### src/rtl/crc32_pkg.sv
// CRC-32 (ISO-HDLC / zlib) shared constants, FSM state type and keep-mask helper.
// Imported by crc32_byte_step and crc32_engine.
package crc32_pkg;

  localparam logic [31:0] CRC32_POLY_REFL = 32'hEDB88320;
  localparam logic [31:0] CRC32_INIT      = 32'hFFFFFFFF;
  localparam logic [31:0] CRC32_XOR       = 32'hFFFFFFFF;

  typedef enum logic {
    IDLE = 1'b0,
    RUN  = 1'b1
  } state_t;

  // True when the low n bits of keep are 1..10..0 (MSB-aligned run of ones).
  function automatic logic keep_contig(input logic [7:0] keep, input int n);
    logic seen0;
    logic ok;
    seen0 = 1'b0;
    ok    = 1'b1;
    for (int i = 7; i >= 0; i--) begin
      if (i < n) begin
        if (!keep[i]) seen0 = 1'b1;
        else if (seen0) ok = 1'b0;
      end
    end
    return ok;
  endfunction

endpackage

### src/rtl/crc32_engine_if.sv
// Beat-stream bundle for crc32_engine: start/val/dat/keep/lst in, busy/done/val/dat out.
// master = stream source (PNG chunk writer), slave = CRC engine.
interface crc32_engine_if #(
  parameter int DATA_WD = 32
);
  localparam int KEEP_WD = DATA_WD / 8;

  logic               start_i;
  logic               val_i;
  logic [DATA_WD-1:0] dat_i;
  logic [KEEP_WD-1:0] keep_i;
  logic               lst_i;
  logic               busy_o;
  logic               done_o;
  logic               val_o;
  logic [31:0]        dat_o;

  modport master (
    output start_i, val_i, dat_i, keep_i, lst_i,
    input  busy_o, done_o, val_o, dat_o
  );

  modport slave (
    input  start_i, val_i, dat_i, keep_i, lst_i,
    output busy_o, done_o, val_o, dat_o
  );

endinterface

### src/rtl/crc32_byte_step.sv
// One reflected CRC-32 byte update (8 LSB-first Galois steps); en_i=0 passes crc through.
// Ports: en_i, crc_i[31:0], byte_i[7:0] -> crc_o[31:0]. Purely combinational.
module crc32_byte_step
  import crc32_pkg::*;
(
  input  logic        en_i,
  input  logic [31:0] crc_i,
  input  logic [7:0]  byte_i,
  output logic [31:0] crc_o
);

  logic [31:0] c;

  always_comb begin
    c = crc_i;
    if (en_i) begin
      c = crc_i ^ {24'h0, byte_i};
      for (int b = 0; b < 8; b++) begin
        c = c[0] ? ((c >> 1) ^ CRC32_POLY_REFL) : (c >> 1);
      end
    end
  end

  assign crc_o = c;

endmodule

### src/rtl/crc32_engine.sv
// Streaming CRC-32 over DATA_WD-bit beats (MSB byte first), partial last beat via keep_i.
// Ports: clk, rst (async high), bus (crc32_engine_if.slave). Option: CRC32_ENGINE_OUT_REG_EN.
module crc32_engine
  import crc32_pkg::*;
#(
  parameter int          DATA_WD  = 32,
  parameter logic [31:0] CRC_INIT = CRC32_INIT,
  parameter logic [31:0] CRC_XOR  = CRC32_XOR
) (
  input logic           clk,
  input logic           rst,
  crc32_engine_if.slave bus
);

  localparam int KEEP_WD = DATA_WD / 8;

  state_t      state_q, state_d;
  logic [31:0] crc_q, crc_d;
  logic        done_q, done_d;
  logic [31:0] dat_q, dat_d;
  logic        acc;
  logic [31:0] crc_next;

  logic [KEEP_WD:0][31:0] chain;

  assign acc = bus.val_i & ((state_q == RUN) | bus.start_i);

  // A start beat is seeded fresh, never from the (possibly aborted) register.
  assign chain[0] = bus.start_i ? CRC_INIT : crc_q;

  for (genvar k = 0; k < KEEP_WD; k++) begin : g_step
    crc32_byte_step u_step (
      .en_i   (~bus.lst_i | bus.keep_i[KEEP_WD-1-k]),
      .crc_i  (chain[k]),
      .byte_i (bus.dat_i[DATA_WD-1-8*k -: 8]),
      .crc_o  (chain[k+1])
    );
  end

  assign crc_next = chain[KEEP_WD];

  always_comb begin
    state_d = state_q;
    crc_d   = crc_q;
    done_d  = 1'b0;
    dat_d   = dat_q;
    if (bus.start_i) begin
      state_d = RUN;
      crc_d   = CRC_INIT;
    end
    if (acc) begin
      crc_d = crc_next;
      if (bus.lst_i) begin
        state_d = IDLE;
        crc_d   = CRC_INIT;
        done_d  = 1'b1;
        // Reflected register after XOR is the numeric CRC; [31:24] goes out first.
        dat_d   = crc_next ^ CRC_XOR;
      end
    end
  end

  always_ff @(posedge clk or posedge rst) begin
    if (rst) begin
      state_q <= IDLE;
      crc_q   <= CRC_INIT;
      done_q  <= 1'b0;
      dat_q   <= 32'h0;
    end else begin
      state_q <= state_d;
      crc_q   <= crc_d;
      done_q  <= done_d;
      dat_q   <= dat_d;
    end
  end

  always_ff @(posedge clk) begin
    if (!rst && acc && bus.lst_i) begin
      assert (keep_contig(8'(bus.keep_i), KEEP_WD));
    end
  end

  assign bus.busy_o = (state_q == RUN);

`ifdef CRC32_ENGINE_OUT_REG_EN
  logic        done2_q;
  logic [31:0] dat2_q;

  always_ff @(posedge clk or posedge rst) begin
    if (rst) begin
      done2_q <= 1'b0;
      dat2_q  <= 32'h0;
    end else begin
      done2_q <= done_q;
      dat2_q  <= dat_q;
    end
  end

  assign bus.done_o = done2_q;
  assign bus.val_o  = done2_q;
  assign bus.dat_o  = dat2_q;
`else
  assign bus.done_o = done_q;
  assign bus.val_o  = done_q;
  assign bus.dat_o  = dat_q;
`endif

endmodule

### src/flat_wrapper.sv
// flat-port wrapper written by rule: the top's interface ports become plain ports
module crc32_engine_flat import crc32_pkg::*;
#(
  parameter int          DATA_WD  = 32,
  parameter logic [31:0] CRC_INIT = CRC32_INIT,
  parameter logic [31:0] CRC_XOR  = CRC32_XOR
)
  (clk, rst, bus_start_i, bus_val_i, bus_dat_i, bus_keep_i, bus_lst_i, bus_busy_o, bus_done_o, bus_val_o, bus_dat_o);
  crc32_engine_if #(.DATA_WD(DATA_WD)) bus_i ();
  input logic clk;
  input logic rst;
  input wire logic [$bits(bus_i.start_i)-1:0] bus_start_i;
  input wire logic [$bits(bus_i.val_i)-1:0] bus_val_i;
  input wire logic [$bits(bus_i.dat_i)-1:0] bus_dat_i;
  input wire logic [$bits(bus_i.keep_i)-1:0] bus_keep_i;
  input wire logic [$bits(bus_i.lst_i)-1:0] bus_lst_i;
  output wire logic [$bits(bus_i.busy_o)-1:0] bus_busy_o;
  output wire logic [$bits(bus_i.done_o)-1:0] bus_done_o;
  output wire logic [$bits(bus_i.val_o)-1:0] bus_val_o;
  output wire logic [$bits(bus_i.dat_o)-1:0] bus_dat_o;
  assign bus_i.start_i = bus_start_i;
  assign bus_i.val_i = bus_val_i;
  assign bus_i.dat_i = bus_dat_i;
  assign bus_i.keep_i = bus_keep_i;
  assign bus_i.lst_i = bus_lst_i;
  assign bus_busy_o = bus_i.busy_o;
  assign bus_done_o = bus_i.done_o;
  assign bus_val_o = bus_i.val_o;
  assign bus_dat_o = bus_i.dat_o;
  crc32_engine #(.DATA_WD(DATA_WD), .CRC_INIT(CRC_INIT), .CRC_XOR(CRC_XOR)) u_core (.clk(clk), .rst(rst), .bus(bus_i));
endmodule
### config.mk
export PLATFORM = sky130hd
export DESIGN_NAME = crc32_engine_flat
export DESIGN_NICKNAME = d
export VERILOG_FILES = /design/src/rtl/crc32_pkg.sv /design/src/rtl/crc32_engine_if.sv /design/src/rtl/crc32_byte_step.sv /design/src/rtl/crc32_engine.sv /design/src/flat_wrapper.sv
export SDC_FILE = /design/constraint.sdc
export NUM_CORES = 1
export LEC_CHECK = 0
export ABC_CLOCK_PERIOD_IN_PS = 15900
export CAP_MARGIN = 10
export CORE_MARGIN = 2
export CORE_UTILIZATION = 40
export CTS_BUF_LIST = sky130_fd_sc_hd__clkbuf_2
export CTS_CLUSTER_SIZE = 16
export DETAILED_ROUTE_END_ITERATION = 10
export HOLD_SLACK_MARGIN = 0.15
export MAX_ROUTING_LAYER = met4
export SLEW_MARGIN = 20
export SYNTH_ARGS = -nofsm -noshare
export SYNTH_HDL_FRONTEND = slang
export SYNTH_SLANG_ARGS = --single-unit
export TNS_END_PERCENT = 10
### constraint.sdc
create_clock -name clk -period 15.9 [get_ports clk]
set_input_delay 3.975 -clock clk [delete_from_list [all_inputs] [get_ports clk]]
set_output_delay 3.975 -clock clk [all_outputs]
set_load 0.05 [all_outputs]
# Word level (Yosys, flattened, before mapping)
# Index checks and enable logic that the tools add are counted.
[word_totals]
wordCells = 93
regBits = 66
[op_classes]
n_reduce_logical = 1
bitwise = 44
mux = 44
[op_table]
columns = ["cell", "n"]
rows = [
  ["32-bit 2-to-1 mux", 39],
  ["13-bit inverter with 14-bit output", 32],
  ["32-bit by 8-bit XOR with 32-bit output", 4],
  ["32-bit inverter", 1],
  ["1-bit 2-to-1 mux", 5],
  ["1-bit OR", 5],
  ["2-bit AND reduction", 1],
  ["1-bit bitwise AND", 1],
  ["1-bit inverter", 1],
]

# Logic depth before layout (Yosys ltp)
# Gate-level depths: netlist of run 1.
[depth]
depth_word = 75
mapped_depth = 20
ltp_nobuf = 16

# Hierarchy
# From an unflattened synthesis of run 1, not the netlist that was laid out.
[unflattened]
hier_cells = 660
area_unflattened_um2 = 8135.3
[by_module_without_submodules]
columns = ["mod", "cells_each", "instances", "area_per_inst_um2"]
rows = [
  ["crc32_byte_step (u_core.g_step[1].u_step ...)", 110, 3, 1306.3],
  ["crc32_engine", 223, 1, 2871.5],
  ["crc32_byte_step (u_core.g_step[0].u_step)", 107, 1, 1345.0],
]

# Worst setup path before layout of run 1
# No wires, ideal clock.
[synth_path]
path_type = "input-to-reg"
startpoint = "input port bus_start_i"
endpoint = "register u_core.dat_q[19], in the netlist u_core.bus.dat_o[19]"
cell_stages = 16
t_required_ps = 15831
arrival_time_ps = 8542
setup_slack_ps = 7288
cell_sequence = "buf_2 > buf_2 > nor2_1 > xnor2_1 > xnor2_1 > xnor2_1 > a221oi_1 > xnor3_1 > xnor3_1 > a211oi_1 > nor2_1 > a2111oi_0 > o2111ai_1 > xor3_1 > or3b_1 > nand3_1"
[synth_between]
elab_chain_len = 55
elab_cells_between_ends = 76
cone_classes = "mux (37); bitwise (38); reduce/logical (1)"
[synth_rtl]
columns = ["item", "line", "source"]
rows = [
  ["start, declared", "flat_wrapper.sv:12", "input wire logic [$bits(bus_i.start_i)-1:0] bus_start_i;"],
  ["32-bit 2-to-1 mux", "crc32_engine.sv:29", "assign chain[0] = bus.start_i ? CRC_INIT : crc_q;"],
  ["32-bit by 8-bit XOR with 32-bit output", "crc32_byte_step.sv:17", "c = crc_i ^ {24'h0, byte_i};"],
  ["32-bit 2-to-1 mux or 13-bit inverter with 14-bit output (tied branches) (3 in a row)", "--", ""],
  ["13-bit inverter with 14-bit output (no source line) or 32-bit 2-to-1 mux (tied branches)", "--", ""],
  ["32-bit 2-to-1 mux or 13-bit inverter with 14-bit output (tied branches) (5 in a row)", "--", ""],
  ["32-bit 2-to-1 mux (on tied branches)", "crc32_byte_step.sv:16, crc32_byte_step.sv:19", ""],
  ["32-bit by 8-bit XOR with 32-bit output (tied with other cells)", "crc32_byte_step.sv:17", ""],
  ["32-bit 2-to-1 mux (tied with other cells)", "crc32_byte_step.sv:19", "c = c[0] ? ((c >> 1) ^ CRC32_POLY_REFL) : (c >> 1);"],
  ["(+33 left out)", "--", ""],
  ["13-bit inverter with 14-bit output (no source line) or 32-bit 2-to-1 mux (tied branches)", "--", ""],
  ["32-bit 2-to-1 mux", "crc32_byte_step.sv:19", ""],
  ["13-bit inverter with 14-bit output (no source line) or 32-bit 2-to-1 mux (tied branches)", "--", ""],
  ["32-bit 2-to-1 mux", "crc32_byte_step.sv:19", ""],
  ["13-bit inverter with 14-bit output (no source line) or 32-bit 2-to-1 mux (tied branches)", "--", ""],
  ["32-bit 2-to-1 mux", "crc32_byte_step.sv:19", ""],
  ["32-bit 2-to-1 mux", "crc32_byte_step.sv:16", "if (en_i) begin"],
  ["32-bit inverter (no source line)", "--", ""],
  ["end signal, assigned", "crc32_engine.sv:73", "dat_q <= dat_d;"],
  ["end, declared", "crc32_engine.sv:20", "logic [31:0] dat_q, dat_d;"],
]
# Parallel ways exist; a longest one is shown, timed or not.
# A chain may end at the register's enable or synchronous reset.

# Worst setup path in the final report of run 1
[layout_path]
startpoint = "input port bus_lst_i"
endpoint = "register u_core.dat_q[27], in the netlist u_core.bus.dat_o[27]"
[layout_between]
elab_chain_len = 41
elab_cells_between_ends = 58
cone_classes = "mux (28); bitwise (29); reduce/logical (1)"
[layout_rtl]
columns = ["item", "line", "source"]
rows = [
  ["start, declared", "flat_wrapper.sv:16", "input wire logic [$bits(bus_i.lst_i)-1:0] bus_lst_i;"],
  ["1-bit inverter", "crc32_engine.sv:33", ".en_i (~bus.lst_i | bus.keep_i[KEEP_WD-1-k]),"],
  ["1-bit OR", "crc32_engine.sv:33", ""],
  ["32-bit 2-to-1 mux", "crc32_byte_step.sv:16", ""],
  ["32-bit by 8-bit XOR with 32-bit output", "crc32_byte_step.sv:17", ""],
  ["32-bit 2-to-1 mux or 13-bit inverter with 14-bit output (tied branches) (3 in a row)", "--", ""],
  ["13-bit inverter with 14-bit output (no source line) or 32-bit 2-to-1 mux (tied branches)", "--", ""],
  ["32-bit 2-to-1 mux or 13-bit inverter with 14-bit output (tied branches) (4 in a row)", "--", ""],
  ["32-bit 2-to-1 mux", "crc32_byte_step.sv:19", ""],
  ["(+19 left out)", "--", ""],
  ["13-bit inverter with 14-bit output (no source line) or 32-bit 2-to-1 mux (tied branches)", "--", ""],
  ["32-bit 2-to-1 mux", "crc32_byte_step.sv:19", ""],
  ["13-bit inverter with 14-bit output (no source line) or 32-bit 2-to-1 mux (tied branches)", "--", ""],
  ["32-bit 2-to-1 mux (2 in a row)", "crc32_byte_step.sv:19", ""],
  ["13-bit inverter with 14-bit output (no source line) or 32-bit 2-to-1 mux (tied branches)", "--", ""],
  ["32-bit 2-to-1 mux", "crc32_byte_step.sv:19", ""],
  ["32-bit 2-to-1 mux", "crc32_byte_step.sv:16", ""],
  ["32-bit inverter (no source line)", "--", ""],
]
# Parallel ways exist; a longest one is shown, timed or not.

==> results of run 1 <==
[stage by stage]
step	cells	setup WS (ns)	cell area, sq um	hold slack [ns]	utilization, %
6_report	1258	6.07	9220	0.507	45.7
5_1_grt	1258	5.68	9220	0.554	45.7
4_1_cts	1258	6.13	9220	0.510	45.7
3_5_place_dp	1242	5.61	9110	0.464	45.2
3_3_place_gp	1242	5.47	9110	0.467	45.2
2_1_floorplan	946	7.29	8210	0.489	-
[metal layers]
metal,GRT usage (%),up-vias
met1,38.1,3475
li1,-,3358
met3,2.52,47
met4,8.32,0
met5,-,-
met2,38.5,282
[placed cells by master (no fill, tap or decap), types with 4 or more instances in the layout]
cell,synthesis,layout
nor2_1,122,121
nor3_1,16,16
mux2i_1,31,31
inv_1,9,8
a211o_1,5,5
or3_1,9,9
clkbuf_2,0,10
o22ai_1,5,5
o21ai_0,62,62
xnor2_1,182,182
dfrtp_1,34,34
xor3_1,9,9
xnor2_2,11,11
xnor3_1,25,25
and2_1,4,4
a21oi_1,61,61
nand2b_1,7,6
nand2_1,64,64
a31oi_1,7,7
clkdlybuf4s50_1,0,74
and3_1,5,5
xor2_1,64,64
o211ai_1,8,8
dfstp_2,32,32
buf_4,6,11
a211oi_1,9,9
nand3_1,5,5
nor4_1,5,5
o22a_1,5,5
a22oi_1,14,14
o21a_1,4,4
[sequential cells by signal, summed over array words and instances (netlist names)]
signal and cells:
u_core.bus.done_o 1, u_core.bus.dat_o 32, u_core.crc_q 32, u_core.bus.busy_o 1
[critical path: stages]
cell and delay (ns):
clkdlybuf4s50_1 0.76, nand2b_2 0.20, buf_4 0.45, a31oi_1 0.30, xnor2_2 0.66, xnor3_2 0.60, o21ai_0 0.09, nor4b_4 0.72
xnor2_1 0.20, xnor2_1 0.16, mux2i_1 0.57, xnor2_4 0.25, xnor2_1 0.47, xnor3_1 0.53, a21oi_1 0.17, nor2_1 0.07
[path summary, 6_finish.rpt]
check,slack (ns),endpoint,from
min,0.51,u_core.bus.dat_o[30]$_DFFE_PP0P_,u_core.bus.dat_o[30]$_DFFE_PP0P_
max in group asynchronous,11.36,u_core.bus.dat_o[8]$_DFFE_PP0P_,rst
min reg2reg,0.51,u_core.bus.dat_o[30]$_DFFE_PP0P_,u_core.bus.dat_o[30]$_DFFE_PP0P_
min in group asynchronous,3.94,u_core.bus.done_o$_DFF_PP0_,rst
max,6.07,u_core.bus.dat_o[27]$_DFFE_PP0P_,bus_lst_i
max reg2reg,9.63,u_core.bus.dat_o[29]$_DFFE_PP0P_,u_core.crc_q[0]$_DFF_PP1_
[kinds of logic (layout without fill, tap and decap cells)]
family,count (synthesis),after routing
AOI/OAI and AO/OA,225,225
xor gates and xnor gates,297,297
buffers and inverters,69,111
DFF,66,66
muxes,34,34
and+or+nand+nor,255,255
[cell type report]
| type | instances | share of cell area [%] |
|---|---|---|
| Clock buffer | 10 | 0.543 |
| Inverter | 9 | 0.367 |
| Clock inverter | 6 | 0.638 |
| Tap cell | 270 | 3.67 |
| Multi-Input combinational cell | 811 | 67.4 |
| Sequential cell | 66 | 18.4 |
| Timing Repair Buffer | 86 | 8.99 |
==> results.yml, run 1 <==
detailed_routing:
  route.vias.total: 7162
  topRoutingLayerUsed: "met4"
  wire_per_inst_um: 22.2
  dr_wl_met3_um: 1820
  drtAntennaViolNets: 0
  dr.first_iter.drc_count: 715
  drt_pass1_iterations: 5
  drc: 0
  drt-met1-wl_um: 13200
  met2_length_um: 12100
  wl_um: 28000
  drt-vias-per-instance: 5.69
clocking:
  cts_hold_buf: 0
  cts_root_buffer: "clkbuf_2"
  cts_resized: 0
  cts_tree: "done"
  clk_latency_ns: 0.55
  numCtsBuffers: 9
  clockBufferDepth: 2
  clkTransAtPathRegs_ns: 0.24
  htreeDepth: 3
  cts_setup_buffers: 0
  clock-sinks: 66
yosys:
  yosysUniqueCellTypes: 78
  synthAdderAreaFrac_pct: 0
  syn_nets: 987
  synth_compound_area_share_pct: 17.9
  synth_xor_area_share_pct: 39.6
  yosys_warnings: 0
  synth_top_area_cell: "xnor2_1"
  synthMuxAreaShare_pct: 4.22
  synth-edff-count: 0
  yosys.area_share.simple_pct: 14.0
  synth_common_cells: "xnor2_1 (182), nor2_1 (122), nand2_1 (64), xor2_1 (64), o21ai_0 (62)"
  syn_area_per_cell_sq_um: 8.67
  ys_ff_latch: 66
  synth_top_family_by_area: "XOR/XNOR gates"
  synth_area_leaders: "xnor2_1 (19%), dfrtp_1 (10%), dfstp_2 (10%)"
  syn_inst: 946
  yosysSeqAreaShare_pct: 20.6
  dominantRegCellSynth: "dfrtp_1"
  synth.cell_area_sq_um: 8210
  synth_top_area_share_pct: 19.4
  synth.most_common_cell: "xnor2_1"
  async_flop_share_pct: 100
sta:
  fin_skew_ns: 0.0605
  finalHoldViolations: 0
  layout_min_cycle_time_ns: 9.83
  slew_headroom_pct: 32.9
  tns_ns: 0
  timing.final.crit_share_pct: 61.8
  setup_viol: 0
  rsz0062_at_grt: "no"
  timing.fmax_mhz: 102
  drv_slew: 0
  tightest_slew_ns: 0.994
worst_setup_path:
  r2r_cells: 15
  crit_path_start_kind: "input pin"
  critPathMaxFanout: 48
  critPathKind: "in -> reg"
  crit_path_end_kind: "flop"
  crit_arrival_ns: 10.23
  crit_required_ns: 16.30
outcome:
  outcome: "complete, no violations"
layout:
  area_growth_syn_to_layout_pct: 12.3
  antenna_cells: 0
  n_fill_cell: 2060
  regArea_sq_um: 1690
  final_layout_size_suffix_gt1_share_pct: 9.92
  multiInputGateArea_sq_um: 6220
  nets: 1024
placed_design:
  place_hpwl_um: 21800
  gp_congestion: 0.987
  port_buffers: 75
worst_hold_path:
  hp-class: "reg -> reg"
  min_path_cells: 2
grt:
  grt_max_degree: 75
  grt_usage_pct: 26.2
  overflow: 0
  grt_pass1_vias: 6657
  antenna_found_initial: 0
  grt_pass1_wl_um: 42000
die:
  die_h_um: 147
  core_sq_um: 20200
  fp.dieArea_sq_um: 21700
  initial_core_util_pct: 40.7
  die_x_um: 147
  ios: 76
  rows: 52
run:
  cap_violations: 0
Power of run 1 is not shown: default switching activity piles up to over one toggle a cycle in this logic, so the estimate is an artifact.
==> run 2: changes to the inputs <==
- ABC_CLOCK_PERIOD_IN_PS: 15900 -> 8770
- clock period: 15.9 -> 8.77 ns (I/O delays scaled with it)
==> results.yml, run 2 (synthesis results as in run 1) <==
layout:
  antenna_cells: 0
  n_fill_cell: 1975
  area_growth_syn_to_layout_pct: 13.8
  final_layout_size_suffix_gt1_share_pct: 11.5
  nets: 1039
  layout_commonest_cell: "xnor2_1"
  layout_common_cells: "xnor2_1 (182), nor2_1 (121), clkdlybuf4s50_1 (74), nand2_1 (64), xor2_1 (64)"
clocking:
  numCtsBuffers: 9
  clkTransAtPathRegs_ns: 0.21
  cts_tree: "done"
  cts_resized: 0
  clockBufferDepth: 2
  cts_root_buffer: "clkbuf_2"
  cts_hold_buf: 0
  htreeDepth: 3
  cts_setup_buffers: 0
  clock-sinks: 66
  clk_latency_ns: 0.52
placed_design:
  gp_congestion: 1.00
  port_buffers: 75
  place_hpwl_um: 22100
  pre_cts_ws_ns: 0.428
worst_setup_path:
  crit_required_ns: 9.24
  crit_path_end_kind: "flop"
  rrSetupSlack_ns: 2.51
  crit_arrival_ns: 8.45
  critPathMaxFanout: 7
  critPathKind: "in -> reg"
  crit_path_start_kind: "input pin"
grt:
  grt_pass1_wl_um: 42000
  overflow: 0
  grt_pass1_vias: 6770
  grt_usage_pct: 26.5
  grt_max_degree: 67
  antenna_found_initial: 0
die:
  die_x_um: 147
  rows: 52
  die_h_um: 147
  core_sq_um: 20200
  initial_core_util_pct: 40.7
  fp.dieArea_sq_um: 21700
  ios: 76
sta:
  tightest_slew_ns: 1.06
  fin_skew_ns: 0.0353
  rsz0062_at_grt: "no"
  setup_slack_ns: 0.795
  tns_ns: 0
  slew_headroom_pct: 29.5
  timing.final.crit_share_pct: 90.9
  setup_viol: 0
  drv_slew: 0
  finalHoldViolations: 0
  layout_min_cycle_time_ns: 7.97
  timing.fmax_mhz: 125
outcome:
  outcome: "complete, no violations"
detailed_routing:
  drt_pass1_iterations: 5
  wire_per_inst_um: 22.1
  wl_um: 28100
  drc: 0
  route.vias.total: 7143
  drtAntennaViolNets: 0
  drt-vias-per-instance: 5.61
  dr.first_iter.drc_count: 607
run:
  cap_violations: 0
worst_hold_path:
  hp-class: "reg -> reg"
[run 2: cell types whose count changed in the layout (fill, tap and decap cells not counted)]
cell / change
buf_4: +15
clkinv_1: -2
clkinv_2: +2
clkbuf_2: -1
clkinv_4: +1
[run 2: area by class of cell]
type / instances / area, sq um / area share, %
inverter: 9 / 33.8 / 0.362
tap: 270 / 338 / 3.62
multi-input combinational: 811 / 6220 / 66.6
timing repair buffer: 101 / 941 / 10.1
sequential: 66 / 1690 / 18.1
clock buffer: 9 / 45.0 / 0.483
clock inverter: 7 / 70.1 / 0.751
[run 2: layer usage]
layer	vias up	GRT usage, %	part of all wire, %
met5	-	-	0
met4	0	7.50	2.7
li1	3393	-	-
met1	3431	37.5	47
met2	282	40.2	44
met3	37	2.73	6.2
[run 2: worst max-delay path, stage by stage]
cell,delay (ns)
clkdlybuf4s50_1,0.77
xor2_1,0.48
xnor2_1,0.17
xnor2_1,0.18
xnor2_2,0.28
mux2i_1,0.22
nor2_2,0.47
xnor3_1,0.49
a211oi_1,0.57
nor2_1,0.16
a2111oi_0,0.46
o2111ai_1,0.62
xor3_1,0.86
xor2_1,0.28
nand2_1,0.08
a21oi_1,0.15
[run 2: metrics by stage]
stage               std cells  util [%]  instance area [sq um]  hold slack, ns
floorplan                 946         -                   8210           0.489
global placement         1257      45.7                   9220           0.455
detailed placement       1257      45.7                   9220           0.466
CTS                      1273      46.3                   9340           0.505
global route             1273      46.3                   9340           0.545
finish                   1273      46.3                   9340           0.493
[run 2: worst paths after layout]
path / end / depth (start not counted) / start
worst max register to register: u_core.bus.dat_o[29]$_DFFE_PP0P_ / 15 / u_core.crc_q[0]$_DFF_PP1_
worst min-delay path: u_core.bus.dat_o[30]$_DFFE_PP0P_ / 2 / u_core.bus.dat_o[30]$_DFFE_PP0P_
min in group asynchronous: u_core.bus.dat_o[1]$_DFFE_PP0P_ / 3 / rst
worst min register to register: u_core.bus.dat_o[30]$_DFFE_PP0P_ / 2 / u_core.bus.dat_o[30]$_DFFE_PP0P_
worst max-delay path: u_core.bus.dat_o[29]$_DFFE_PP0P_ / 16 / bus_dat_i[24]
max in group asynchronous: u_core.bus.dat_o[15]$_DFFE_PP0P_ / 3 / rst
Power of run 2 is left out for the same reason.
==> run 3: changes to the inputs <==
- ABC_CLOCK_PERIOD_IN_PS: 8770 -> 9850
- CTS_BUF_LIST: sky130_fd_sc_hd__clkbuf_2 -> sky130_fd_sc_hd__clkbuf_8
- clock period: 8.77 -> 9.85 ns (I/O delays scaled with it)
==> results.yml, run 3 (synthesis results as in run 1) <==
placed_design:
  pre_cts_ws_ns: 0.841
  port_buffers: 75
  gp_congestion: 0.969
  placed_cell_area_sq_um: 9120
  place_hpwl_um: 21700
  placed_cells: 1244
layout:
  instances_no_fill: 1260
  final_layout_size_suffix_gt1_share_pct: 10.3
  multiInputGateArea_sq_um: 6220
  antenna_cells: 0
  fin_area_sq_um: 9350
  layout_common_cells: "xnor2_1 (182), nor2_1 (121), clkdlybuf4s50_1 (74), nand2_1 (64), xor2_1 (64)"
  layout_commonest_cell: "xnor2_1"
  n_fill_cell: 1996
  area_growth_syn_to_layout_pct: 13.9
  regArea_sq_um: 1690
  nets: 1026
worst_setup_path:
  critPathMaxFanout: 29
  endpoint: "u_core.bus.dat_o[27]$_DFFE_PP0P_"
  crit_path_start_kind: "input pin"
  crit_path_end_kind: "flop"
  crit_required_ns: 10.08
  critPathKind: "in -> reg"
  rr_endpoint: "u_core.bus.dat_o[27]$_DFFE_PP0P_"
  crit_path_start: "bus_lst_i"
  r2r-start: "u_core.crc_q[3]$_DFF_PP1_"
  crit_arrival_ns: 8.88
  rrSetupSlack_ns: 3.63
  r2r_cells: 15
clocking:
  cts_hold_buf: 0
  clock-sinks: 66
  cts_setup_buffers: 0
  numCtsBuffers: 9
  clkTransAtPathRegs_ns: 0.08
  clockBufferDepth: 2
  htreeDepth: 3
  cts_tree: "done"
  cts_resized: 0
  clk_latency_ns: 0.35
  cts_root_buffer: "clkbuf_8"
grt:
  grt_use_met2_pct: 38.8
  use_met3_pct: 2.52
  grt_usage_pct: 26.5
  grt_pass1_wl_um: 42500
  antenna_found_initial: 0
  gr-usage-met1_pct: 38.5
  overflow: 0
  grt_pass1_vias: 6975
  busiest_layer: "met2"
  grt_max_degree: 67
die:
  die_h_um: 147
  die_x_um: 147
  fp.dieArea_sq_um: 21700
  ios: 76
  initial_core_util_pct: 40.7
  rows: 52
  core_sq_um: 20200
sta:
  tns_ns: 0
  rsz0062_at_grt: "no"
  drv_slew: 0
  timing.final.crit_share_pct: 87.8
  tightest_slew_ns: 1.03
  slew_headroom_pct: 31.4
  layout_min_cycle_time_ns: 8.65
  fin_skew_ns: 0.0113
  setup_slack_ns: 1.20
  setup_viol: 0
  finalHoldViolations: 0
  timing.fmax_mhz: 116
run:
  cap_violations: 0
detailed_routing:
  wl_um: 28000
  drtAntennaViolNets: 0
  drc: 0
  drt-vias-per-instance: 5.72
  wire_per_inst_um: 22.2
  drt_pass1_iterations: 7
  dr.first_iter.drc_count: 565
  route.vias.total: 7211
worst_hold_path:
  hp-class: "reg -> reg"
outcome:
  outcome: "complete, no violations"
run 3: cell type report:
class                   instances  share of cell area (%)
multi-input cells             811                    66.5
flip-flops and latches         66                    18.1
repair buffers                 88                    9.02
well taps                     270                    3.61
clock buffers                   9                    1.33
clock inverters                 7                    1.07
inverters                       9                   0.361
run 3: worst min path at each step:
stage / start / endpoint / slack, ns / cells after the start
6_report: u_core.bus.dat_o[9]$_DFFE_PP0P_ / u_core.bus.dat_o[9]$_DFFE_PP0P_ / 0.49 / 2
5_1_grt: u_core.bus.dat_o[30]$_DFFE_PP0P_ / u_core.bus.dat_o[30]$_DFFE_PP0P_ / 0.53 / 2
4_1_cts: u_core.bus.dat_o[9]$_DFFE_PP0P_ / u_core.bus.dat_o[9]$_DFFE_PP0P_ / 0.49 / 2
3_5_place_dp: u_core.bus.dat_o[9]$_DFFE_PP0P_ / u_core.bus.dat_o[9]$_DFFE_PP0P_ / 0.47 / 2
3_3_place_gp: u_core.bus.dat_o[2]$_DFFE_PP0P_ / u_core.bus.dat_o[2]$_DFFE_PP0P_ / 0.47 / 2
2_1_floorplan: u_core.crc_q[9]$_DFF_PP1_ / u_core.crc_q[9]$_DFF_PP1_ / 0.49 / 2
run 3: per-stage QoR:
step                      utilization, %  hold slack (ns)
after global routing                46.3            0.529
after floorplan                        -            0.489
after CTS                           46.3            0.491
after global placement              45.2            0.469
after detailed placement            45.2            0.472
final                               46.3            0.485
run 3: critical path, cell delays in order:
cell,delay [ns]
clkdlybuf4s50_1,0.91
nand2b_2,0.53
nor3_1,0.28
a31oi_1,0.14
xnor2_2,0.66
xnor3_2,0.59
o21ai_0,0.10
nor4b_4,0.78
xnor2_1,0.20
xnor2_1,0.16
mux2i_1,0.59
xnor2_4,0.27
xnor2_1,0.45
xnor3_1,0.50
a21oi_1,0.15
nor2_1,0.06
run 3: routing by layer:
| metal | share of wire (%) | vias to the layer above | wire, um |
|---|---|---|---|
| li1 | - | 3353 | - |
| met1 | 47 | 3530 | 13300 |
| met2 | 43 | 277 | 12100 |
| met3 | 5.9 | 51 | 1650 |
| met4 | 3.6 | 0 | 1000 |
| met5 | 0 | - | 0 |
Power of run 3 is left out for the same reason.
